`src/rtl/add_share_arb.sv`:
```
// add_share_arb: round-robin arbiter sharing one combinational 32-bit
// ripple-carry adder between two requesters. One operation is in flight
// at a time: latch operands, compute, register the result, then hold it
// until the consumer accepts it.
module add_share_arb #(
  parameter logic RR_INIT = 1'b0
) (
  input  logic        clk,
  input  logic        reset_n,
  input  logic        req0,
  input  logic [31:0] a0,
  input  logic [31:0] b0,
  input  logic        ci0,
  output logic        ack0,
  input  logic        req1,
  input  logic [31:0] a1,
  input  logic [31:0] b1,
  input  logic        ci1,
  output logic        ack1,
  output logic        rsp_valid,
  input  logic        rsp_ready,
  output logic        rsp_id,
  output logic [31:0] rsp_s,
  output logic        rsp_co,
  output logic        rsp_ovf,
  output logic        busy,
  output logic [15:0] done_cnt
);

  typedef enum logic [1:0] {
    ST_IDLE  = 2'd0,
    ST_GRANT = 2'd1,
    ST_CALC  = 2'd2,
    ST_RESP  = 2'd3
  } state_t;

  // Shared adder: 32 chained full adders, carry-out in bit 32.
  function automatic logic [32:0] rca32(input logic [31:0] a, input logic [31:0] b,
                                        input logic ci);
    logic [32:0] r;
    logic        c;
    r = 33'd0;
    c = ci;
    for (int i = 0; i < 32; i++) begin
      r[i] = a[i] ^ b[i] ^ c;
      c    = (a[i] & b[i]) | (a[i] & c) | (b[i] & c);
    end
    r[32] = c;
    return r;
  endfunction

  // Signed overflow: operands agree in sign but the sum does not.
  function automatic logic ovf_calc(input logic a_msb, input logic b_msb, input logic s_msb);
    return (a_msb == b_msb) && (s_msb != a_msb);
  endfunction

  state_t      state_r, state_next_s;
  logic        ptr_r;
  logic [31:0] op_a_r, op_b_r;
  logic        op_ci_r, op_id_r;
  logic        ack0_r, ack1_r;
  logic        rsp_valid_r, rsp_id_r, rsp_co_r, rsp_ovf_r;
  logic [31:0] rsp_s_r;
  logic [15:0] done_cnt_r;
  logic        busy_r;
  logic        winner_s, grant_s, hs_s;
  logic [32:0] sum_s;

  assign grant_s = (state_r == ST_IDLE) && (req0 || req1);
  assign hs_s    = (state_r == ST_RESP) && rsp_valid_r && rsp_ready;
  assign sum_s   = rca32(op_a_r, op_b_r, op_ci_r);

  // Winner selection: a lone requester wins, otherwise the pointer decides.
  always_comb begin
    winner_s = ptr_r;
    if (req0 && !req1) begin
      winner_s = 1'b0;
    end else if (req1 && !req0) begin
      winner_s = 1'b1;
    end else begin
      winner_s = ptr_r;
    end
  end

  // Next-state logic for the operation sequencer.
  always_comb begin
    state_next_s = state_r;
    case (state_r)
      ST_IDLE: begin
        if (req0 || req1) state_next_s = ST_GRANT;
        else              state_next_s = ST_IDLE;
      end
      ST_GRANT: state_next_s = ST_CALC;
      ST_CALC:  state_next_s = ST_RESP;
      ST_RESP: begin
        if (hs_s) state_next_s = ST_IDLE;
        else      state_next_s = ST_RESP;
      end
      default:  state_next_s = ST_IDLE;
    endcase
  end

  // State register; busy is registered from the next state so it tracks state.
  always_ff @(posedge clk or negedge reset_n) begin
    if (!reset_n) begin
      state_r <= ST_IDLE;
      busy_r  <= 1'b0;
    end else begin
      state_r <= state_next_s;
      busy_r  <= (state_next_s != ST_IDLE);
    end
  end

  // Operand capture at the granting edge; only these values are ever used.
  always_ff @(posedge clk or negedge reset_n) begin
    if (!reset_n) begin
      op_a_r  <= 32'd0;
      op_b_r  <= 32'd0;
      op_ci_r <= 1'b0;
      op_id_r <= 1'b0;
    end else if (grant_s) begin
      op_a_r  <= winner_s ? a1 : a0;
      op_b_r  <= winner_s ? b1 : b0;
      op_ci_r <= winner_s ? ci1 : ci0;
      op_id_r <= winner_s;
    end
  end

  // Acknowledge pulses: high only during the GRANT cycle for the winner.
  always_ff @(posedge clk or negedge reset_n) begin
    if (!reset_n) begin
      ack0_r <= 1'b0;
      ack1_r <= 1'b0;
    end else begin
      ack0_r <= grant_s && !winner_s;
      ack1_r <= grant_s && winner_s;
    end
  end

  // Result registers: loaded at the end of GRANT, held until the handshake.
  always_ff @(posedge clk or negedge reset_n) begin
    if (!reset_n) begin
      rsp_valid_r <= 1'b0;
      rsp_id_r    <= 1'b0;
      rsp_s_r     <= 32'd0;
      rsp_co_r    <= 1'b0;
      rsp_ovf_r   <= 1'b0;
    end else if (state_r == ST_GRANT) begin
      rsp_valid_r <= 1'b1;
      rsp_id_r    <= op_id_r;
      rsp_s_r     <= sum_s[31:0];
      rsp_co_r    <= sum_s[32];
      rsp_ovf_r   <= ovf_calc(op_a_r[31], op_b_r[31], sum_s[31]);
    end else if (hs_s) begin
      rsp_valid_r <= 1'b0;
    end
  end

  // Completion counter and round-robin pointer advance on each accepted result.
  always_ff @(posedge clk or negedge reset_n) begin
    if (!reset_n) begin
      done_cnt_r <= 16'd0;
      ptr_r      <= RR_INIT;
    end else if (hs_s) begin
      done_cnt_r <= done_cnt_r + 16'd1;
      ptr_r      <= ~rsp_id_r;
    end
  end

  assign ack0      = ack0_r;
  assign ack1      = ack1_r;
  assign rsp_valid = rsp_valid_r;
  assign rsp_id    = rsp_id_r;
  assign rsp_s     = rsp_s_r;
  assign rsp_co    = rsp_co_r;
  assign rsp_ovf   = rsp_ovf_r;
  assign busy      = busy_r;
  assign done_cnt  = done_cnt_r;

endmodule

```
`config.mk`:
```
export PLATFORM = sky130hd
export DESIGN_NAME = add_share_arb
export DESIGN_NICKNAME = d
export VERILOG_FILES = /design/src/rtl/add_share_arb.sv
export SDC_FILE = /design/constraint.sdc
export NUM_CORES = 1
export LEC_CHECK = 0
export CAP_MARGIN = 20
export CORE_ASPECT_RATIO = 1.5
export CORE_UTILIZATION = 41
export CTS_CLUSTER_DIAMETER = 120
export CTS_CLUSTER_SIZE = 28
export DETAILED_ROUTE_END_ITERATION = 7
export PLACE_DENSITY = 0.87
export SETUP_SLACK_MARGIN = 0.4
export SLEW_MARGIN = 15
export SYNTH_ARGS = -nofsm -noshare
export SYNTH_HDL_FRONTEND = slang
export SYNTH_SLANG_ARGS = --single-unit
```
`constraint.sdc`:
```
create_clock -name clk -period 13.5 [get_ports clk]
set_input_delay 1.35 -clock clk [delete_from_list [all_inputs] [get_ports clk]]
set_output_delay 1.35 -clock clk [all_outputs]
set_load 0.005 [all_outputs]
```
* Word level (Yosys, flattened, before mapping) *
Index checks and enable logic that the tools add are counted.

cells by class
  add/subtract/negate cells = 1
  equal/unequal tests = 5
  mux-type cells = 10
  bitwise operators = 225
  reductions and logical operators = 15

operator list
  operator                                       number
  AND 1 bit                                      96
  2-to-1 mux 32 bit                              2
  bitwise OR 1 bit                               64
  XOR 1 bit                                      64
  adder 16 x 1 -> 16 bit, second input constant  1
  logical AND 1 bit                              8
  one-hot mux 2 bit (4 select lines)             1
  2-to-1 mux 1 bit                               6
  == test 2 bit, second input constant           2
  nonzero test 2 bit                             2
  zero test 1 bit                                3
  == test 2 x 1 -> 1 bit, second input constant  1
  zero test 2 bit                                1
  2-to-1 mux 2 bit                               1
  == test 1 bit                                  1
  logical OR 1 bit                               1
  inequality test 1 bit                          1
  NOT 1 bit                                      1

word-level totals
  bits in registers = 124
  input port bits = 135
  output and inout bits = 55
  logic and storage cells = 271

* Longest topological paths before layout *
Gate-level depths: netlist of the first run.

  depth after elaboration = 96
  depth in mapped cells = 37
  gate-level depth less buffers = 37

* Least setup slack after synthesis of the first run *
Ideal clock, no wire load.

  path type = register to register
  start = register op_a_r[0]
  end = register rsp_ovf_r (netlist: rsp_ovf)
  arrival = 12785 ps
  required time = 13405 ps
  path slack = 619 ps
  stages on the path, launching flop included = 38
  path buffers = 0
  period minus slack after synthesis = 12881 ps
  path through = dfrtp_1 inv_1 fa_1 inv_1 fa_1 fa_1 fa_1 fa_1 fa_1 fa_1 fa_1 fa_1 fa_1 fa_1 fa_1 fa_1 fa_1 fa_1 [... 2 more ...] fa_1 fa_1 fa_1 fa_1 fa_1 fa_1 fa_1 fa_1 fa_1 fa_1 fa_1 fa_1 fa_1 fa_1 inv_1 fa_1 xor2_1 o31ai_1

on the way
  longest elaborated chain between the ends = 96

ends and longest elaborated chain
  element                          line  RTL
  start: declaration               59    logic [31:0] op_a_r, op_b_r;
  start signal: assignment         122   op_a_r <= winner_s ? a1 : a0;
  AND 1 bit                        46    c = (a[i] & b[i]) | (a[i] & c) | (b[i] & c);
  bitwise OR 1 bit * (2 in a row)  46
  AND 1 bit                        46
  bitwise OR 1 bit                 46
  bitwise OR 1 bit *               46
  AND 1 bit                        46
  bitwise OR 1 bit                 46
  bitwise OR 1 bit *               46
  [... 79 more ...]                --
  bitwise OR 1 bit                 46
  bitwise OR 1 bit *               46
  AND 1 bit                        46
  bitwise OR 1 bit                 46
  bitwise OR 1 bit *               46
  XOR 1 bit *                      45    r[i] = a[i] ^ b[i] ^ c;
  inequality test 1 bit *          54    return (a_msb == b_msb) && (s_msb != a_msb);
  logical AND 1 bit *              54
  end signal: assignment           153   rsp_ovf_r <= ovf_calc(op_a_r[31], op_b_r[31], sum_s[31]);
  end: declaration                 62    logic rsp_valid_r, rsp_id_r, rsp_co_r, rsp_ovf_r;

Every way passes the cells marked *; elsewhere a longest branch is shown, timed or not.
A chain may end at the register's enable or synchronous reset.

* Worst setup path in the final report of the first run *
Ends and elaborated chain as after synthesis.

==> results.json, run 1 <==
{
  "die_x_um": 97.2,
  "worstMarginPinSlew_ps": 898,
  "ir_drop_v": 0.0000981,
  "post_cts_resized": 12,
  "holdPathStages": 2,
  "gp_congestion": 0.827,
  "synth_cell_types": 24,
  "synth_area_leaders": "dfrtp_1, a222oi_1, fa_1",
  "powerDensity_nw_per_um2": 201,
  "final_cell_mix": "clkdlybuf4s50_1, dfrtp_1, nand2_1, inv_1, a222oi_1",
  "synth_area_leader_cell": "dfrtp_1",
  "dr.pass1.iters": 8,
  "rsz0062_at_grt": "false",
  "worst_setup_path_end_kind": "register",
  "cts-root-buf": "clkbuf_16",
  "grt_overflow": 0,
  "cts_buffers": 17,
  "ys_seq_elements": 124,
  "htreeDepth": 4,
  "cap_violations": 0,
  "fin_worst_skew_ps": 6.60,
  "fmax_ghz": 0.0784,
  "r2r_cells": 37,
  "rr_endpoint": "rsp_ovf$_DFFE_PN0P_",
  "start_util": 0.424,
  "cts_sinks": 124,
  "grt_pass1_wl_mm": 24.4,
  "slew_headroom": 0.401,
  "area_growth_syn_to_layout_pct": 47.0,
  "clockBufferDepth": 2,
  "synth_warnings": 0,
  "cts_setup_buffers": 0,
  "hold_viol": 0,
  "hold_path.class": "register to register",
  "grt_util_all_layers": 0.225,
  "core_area_um2": 13100,
  "cts_tree": "built",
  "path_clk_slew_ps": 50,
  "wl_per_cell_um": 17.8,
  "hpwl_mm": 10.5,
  "crit_required_ps": 13800,
  "drive_gt1_frac": 0.0820,
  "row_count": 51,
  "syn_avg_cell_area_um2": 11.4,
  "p_leak_nw": 4.07,
  "finalWorstPathRequiredPeriod_ps": 12760,
  "r2r-start": "op_a_r[0]$_DFFE_PN0P_",
  "violations": "DRC",
  "cp_slowest_cell": "fa_1",
  "fin_tns_setup_ps": 0,
  "setup_viol": 0,
  "hold_path_end": "rsp_s[12]$_DFFE_PN0P_",
  "antenna_cells": 0,
  "initialDrtViolationCount": 439,
  "cp.arrival_ps": 13060,
  "yosysTopAreaCellShare": 0.556,
  "placed_cell_area_um2": 7580,
  "status": "finished with violations",
  "antenna_found_initial": 0,
  "routed_wl_mm": 15.0,
  "crit_path_start_kind": "register",
  "crit_type": "register to register",
  "syn_area_um2": 5580,
  "die_h_um": 145,
  "hp-start": "rsp_s[12]$_DFFE_PN0P_",
  "pin_count": 190,
  "io_buffer_count": 189,
  "path_common_cell": "fa_2",
  "nets": 840,
  "clk_latency_ps": 400,
  "syn_inst": 489,
  "hold_buffers": 0,
  "fin_area_um2": 8200,
  "grt_pass1_vias": 5013,
  "die_area_um2": 14100,
  "syn_nets": 658,
  "crit_fanout": 2,
  "cp_slowest_stage_delay_ps": 440,
  "ant_nets": 0,
  "synth-seq-area-share": 0.556,
  "final_common_cell": "clkdlybuf4s50_1",
  "drc": 8,
  "grt_max_degree": 73,
  "vias_per_cell": 5.48,
  "vias": 4616,
  "r2r_setup_slack_ps": 740,
  "period_share": 0.945,
  "final_max_slew_viol_count": 0
}
where the power goes:
part	internal [W]	leakage (nW)	total, W	switching (W)
combinational	0.000299	2.18	0.000530	0.000231
clock	0.000279	0.277	0.000434	0.000155
sequential	0.000535	1.61	0.000681	0.000145
worst max-delay path, delay by kind of cell, from the launching register on:
kind / cells / cell delay, ps
xor+xnor: 1 / 160
flops: 1 / 390
buf+inv: 3 / 230
fa+ha+maj: 32 / 11700
compound gates: 1 / 180
routing by layer:
metal / vias to the layer above / part of all wire / global-route usage
li1: 2053 / - / -
met1: 2295 / 0.37 / 0.247
met2: 232 / 0.54 / 0.397
met3: 36 / 0.063 / 0.0596
met4: 0 / 0.035 / 0.124
met5: - / 0 / 0
layout make-up:
class                      count  area, µm²
clock buffer                  23        468
clock inverter                 8       92.6
fill                         993       4950
inverter                      72        270
multi-input combinational    264       2150
sequential                   124       3100
tap                          159        199
timing repair buffer         192       1910
registers in the layout, summed over array words and instances, names as in the netlist, 2 cells and up:
| signal | cells |
|---|---|
| done_cnt | 16 |
| op_a_r | 32 |
| op_b_r | 32 |
| rsp_s | 32 |
| state_r | 2 |
per-stage QoR:
step / utilization / std cells / setup WS [ps] / power [W] / hold WS (ps)
3_3_place_gp: 0.577 / 811 / 49.4 / 0.00116 / 449
6_report: 0.624 / 842 / 742 / 0.00164 / 471
2_1_floorplan: - / 489 / 619 / 0.000919 / 439
5_1_grt: 0.624 / 842 / 414 / 0.00176 / 504
3_5_place_dp: 0.577 / 811 / -93.5 / 0.00119 / 458
4_1_cts: 0.622 / 842 / 411 / 0.00165 / 474
worst max path at each step:
stage / from / to
finish: op_a_r[0]$_DFFE_PN0P_ / rsp_ovf$_DFFE_PN0P_
detailed placement: op_a_r[0]$_DFFE_PN0P_ / rsp_ovf$_DFFE_PN0P_
floorplan: op_a_r[0]$_DFFE_PN0P_ / rsp_ovf$_DFFE_PN0P_
global placement: op_a_r[0]$_DFFE_PN0P_ / rsp_ovf$_DFFE_PN0P_
global route: op_a_r[0]$_DFFE_PN0P_ / rsp_ovf$_DFFE_PN0P_
CTS: op_a_r[0]$_DFFE_PN0P_ / rsp_ovf$_DFFE_PN0P_
Yosys cell counts:
library cell and n:
nand3_1 5, inv_1 72, and4_1 2, or2_2 1, a21o_1 1, buf_2 11
nand2_1 114, o31ai_1 1, buf_1 1, xor2_1 3, and3_1 3, o21ai_0 5
nand2b_1 2, nor3_1 1, clkbuf_1 17, o21ai_1 1, xnor2_1 13, nand4_1 6
nor2b_1 1, ha_1 2, fa_1 32, dfrtp_1 124, a222oi_1 65, nor2_1 6
cells by family (layout without fill, tap and decap cells):
logic type,count (synthesis),count (layout),synth area share
AND/OR/NAND/NOR,141,141,0.104
adder cells (fa/ha/maj),34,34,0.119
buffers and inverters,101,295,0.0704
AO/OA/AOI/OAI,73,73,0.125
flip-flops,124,124,0.556
XOR/XNOR,16,16,0.0251
Note: power is estimated with default switching activity, not from simulation.
==> inputs of run 2 (changes only) <==
--- a/config.mk
+++ b/config.mk
@@ -7,12 +7,13 @@
 export LEC_CHECK = 0
 export CAP_MARGIN = 20
 export CORE_ASPECT_RATIO = 1.5
-export CORE_UTILIZATION = 41
+export CORE_UTILIZATION = 46
 export CTS_CLUSTER_DIAMETER = 120
 export CTS_CLUSTER_SIZE = 28
 export DETAILED_ROUTE_END_ITERATION = 7
-export PLACE_DENSITY = 0.87
+export PLACE_DENSITY = 0.92
 export SETUP_SLACK_MARGIN = 0.4
+export SKIP_LAST_GASP = 1
 export SLEW_MARGIN = 15
 export SYNTH_ARGS = -nofsm -noshare
 export SYNTH_HDL_FRONTEND = slang
==> constraint.sdc (replaced) <==
create_clock -name clk -period 13.8 [get_ports clk]
set_input_delay 1.38 -clock clk [delete_from_list [all_inputs] [get_ports clk]]
set_output_delay 1.38 -clock clk [all_outputs]
set_load 0.005 [all_outputs]
==> run 2 against run 1 <==
Effect of this change: the run still ends with DRC left; worst setup slack improved by 43 ps; via count grew 3.1%; sequential share of layout area is 0.10 points lower; critical path depth unchanged; hold slack got worse by 3.0 ps; die area decreased by 11%; sequential power is 2% lower; wire length up 4.7%; fmax is 2.0% lower; clock-buffer cell count up 1; cell area grew 0.27%; flip-flop and latch count stayed put; critical endpoint unchanged.
==> results.json, run 2 (same netlist as run 1, synthesis figures left out) <==
{
  "worstMarginPinSlew_ps": 885,
  "violations": "DRC",
  "grt_use_met2": 0.457,
  "core_area_um2": 11700,
  "holdPathStages": 2,
  "hold_slack_ps": 468,
  "rsz0062_at_grt": "false",
  "wl_per_cell_um": 18.8,
  "fin_tns_setup_ps": 0,
  "hold_path.class": "register to register",
  "start_util": 0.479,
  "final_cells": 833,
  "slew_headroom": 0.410,
  "clockBufferDepth": 2,
  "cts_sinks": 124,
  "drc": 1,
  "r2r-start": "op_a_r[0]$_DFFE_PN0P_",
  "hpwl_mm": 10.9,
  "cts_tree": "built",
  "io_buffer_count": 189,
  "finalWorstPathRequiredPeriod_ps": 13010,
  "final_common_cell": "clkdlybuf4s50_1",
  "hp-start": "op_id_r$_DFFE_PN0P_",
  "routed_wl_mm": 15.7,
  "fill_cells": 767,
  "powerDensity_nw_per_um2": 201,
  "p_leak_nw": 4.08,
  "ir_drop_v": 0.000112,
  "crit_path_start_kind": "register",
  "r2r_setup_slack_ps": 790,
  "vias_per_cell": 5.71,
  "cts-root-buf": "clkbuf_16",
  "period_share": 0.943,
  "cap_violations": 0,
  "top_usage_layer": "met2",
  "r2r_cells": 37,
  "crit_required_ps": 14100,
  "status": "finished with violations",
  "antenna_found_initial": 0,
  "pin_count": 190,
  "final_max_slew_viol_count": 0,
  "worst_setup_path_end_kind": "register",
  "cp_slowest_stage_delay_ps": 450,
  "fmax_ghz": 0.0768,
  "crit_fanout": 2,
  "area_growth_syn_to_layout_pct": 47.4,
  "nets": 840,
  "grt_max_degree": 72,
  "drive_gt1_frac": 0.0835,
  "path_common_cell": "fa_2",
  "fin_worst_skew_ps": 10.4,
  "hold_path_end": "rsp_id$_DFFE_PN0P_",
  "final_cell_mix": "clkdlybuf4s50_1, dfrtp_1, nand2_1, inv_1, a222oi_1",
  "clk_latency_ps": 410,
  "vias": 4757,
  "gr-usage-met1": 0.276,
  "die_h_um": 137,
  "initialDrtViolationCount": 571,
  "multiInputGateArea_um2": 2150,
  "grt_util_all_layers": 0.260,
  "setup_viol": 0,
  "die_area_um2": 12600,
  "ff_latch_area_um2": 3100,
  "grt_pass1_wl_mm": 24.6,
  "hold_buffers": 0,
  "antenna_cells": 0,
  "use_met3": 0.0767,
  "die_x_um": 91.9,
  "hold_viol": 0,
  "cp.arrival_ps": 13310,
  "grt_pass1_vias": 4925,
  "dr.pass1.iters": 8,
  "gp_congestion": 0.856,
  "rr_endpoint": "rsp_ovf$_DFFE_PN0P_",
  "htreeDepth": 4,
  "path_clk_slew_ps": 50,
  "row_count": 48,
  "crit_type": "register to register",
  "cts_setup_buffers": 0,
  "cp_slowest_cell": "fa_1",
  "place_inst": 802,
  "cts_buffers": 17,
  "grt_overflow": 0,
  "ant_nets": 0
}
[run 2: cell count changes in the layout (fill, tap and decap cells not counted), sizes merged]
cell    delta
clkbuf     +1
clkinv     -2
bufinv     +1
[run 2: power by group]
| part | leakage [nW] | switching [W] | internal, W |
|---|---|---|---|
| Sequential | 1.61 | 0.000145 | 0.000524 |
| Clock | 0.290 | 0.000151 | 0.000296 |
| Combinational | 2.18 | 0.000236 | 0.000300 |
[run 2: through the flow]
step,instance area (µm²),setup slack [ps],util,total power (W)
2_1_floorplan,5580,919,-,0.000899
3_3_place_gp,7570,393,0.650,0.00113
3_5_place_dp,7570,121,0.650,0.00118
4_1_cts,8190,428,0.703,0.00164
5_1_grt,8220,383,0.706,0.00176
6_report,8220,785,0.706,0.00165
[run 2: final cells by class]
| cell class | count | share of cell area |
|---|---|---|
| clock buffers | 24 | 0.0586 |
| clock inverters | 7 | 0.0137 |
| inverters | 72 | 0.0329 |
| multi-input cells | 264 | 0.262 |
| flip-flops and latches | 124 | 0.377 |
| well taps | 150 | 0.0228 |
| repair buffers | 192 | 0.233 |
[run 2: critical path, delay by kind of cell, from the launching register on]
family                   cells  cell delay (ps)
buffers and inverters        3              220
adder cells (fa/ha/maj)     32            11870
flip-flops                   1              390
XOR/XNOR                     1              170
AO/OA/AOI/OAI                1              240
[run 2: repair_timing]
item / 4_1_cts / 5_1_grt
endpoints found under the setup margin: 2 / 2
endpoints found under the hold margin: 0 / 0
pin swaps: 0 / 2
gates resized for setup: 8 / 12
[run 2: worst max path at each step]
stage               slack [ps]  cells past startpoint                   to                   from
floorplan                  920                     37  rsp_ovf$_DFFE_PN0P_  op_a_r[0]$_DFFE_PN0P_
global placement           390                     37  rsp_ovf$_DFFE_PN0P_  op_a_r[0]$_DFFE_PN0P_
detailed placement         120                     37  rsp_ovf$_DFFE_PN0P_  op_a_r[0]$_DFFE_PN0P_
CTS                        430                     37  rsp_ovf$_DFFE_PN0P_  op_a_r[0]$_DFFE_PN0P_
global route               380                     37  rsp_ovf$_DFFE_PN0P_  op_a_r[0]$_DFFE_PN0P_
finish                     790                     37  rsp_ovf$_DFFE_PN0P_  op_a_r[0]$_DFFE_PN0P_
[run 2: routing by layer]
layer | wire [µm] | vias up
met1 | 5430 | 2382
met2 | 8560 | 258
li1 | - | 2055
met4 | 803 | 0
met5 | 0 | -
met3 | 910 | 62
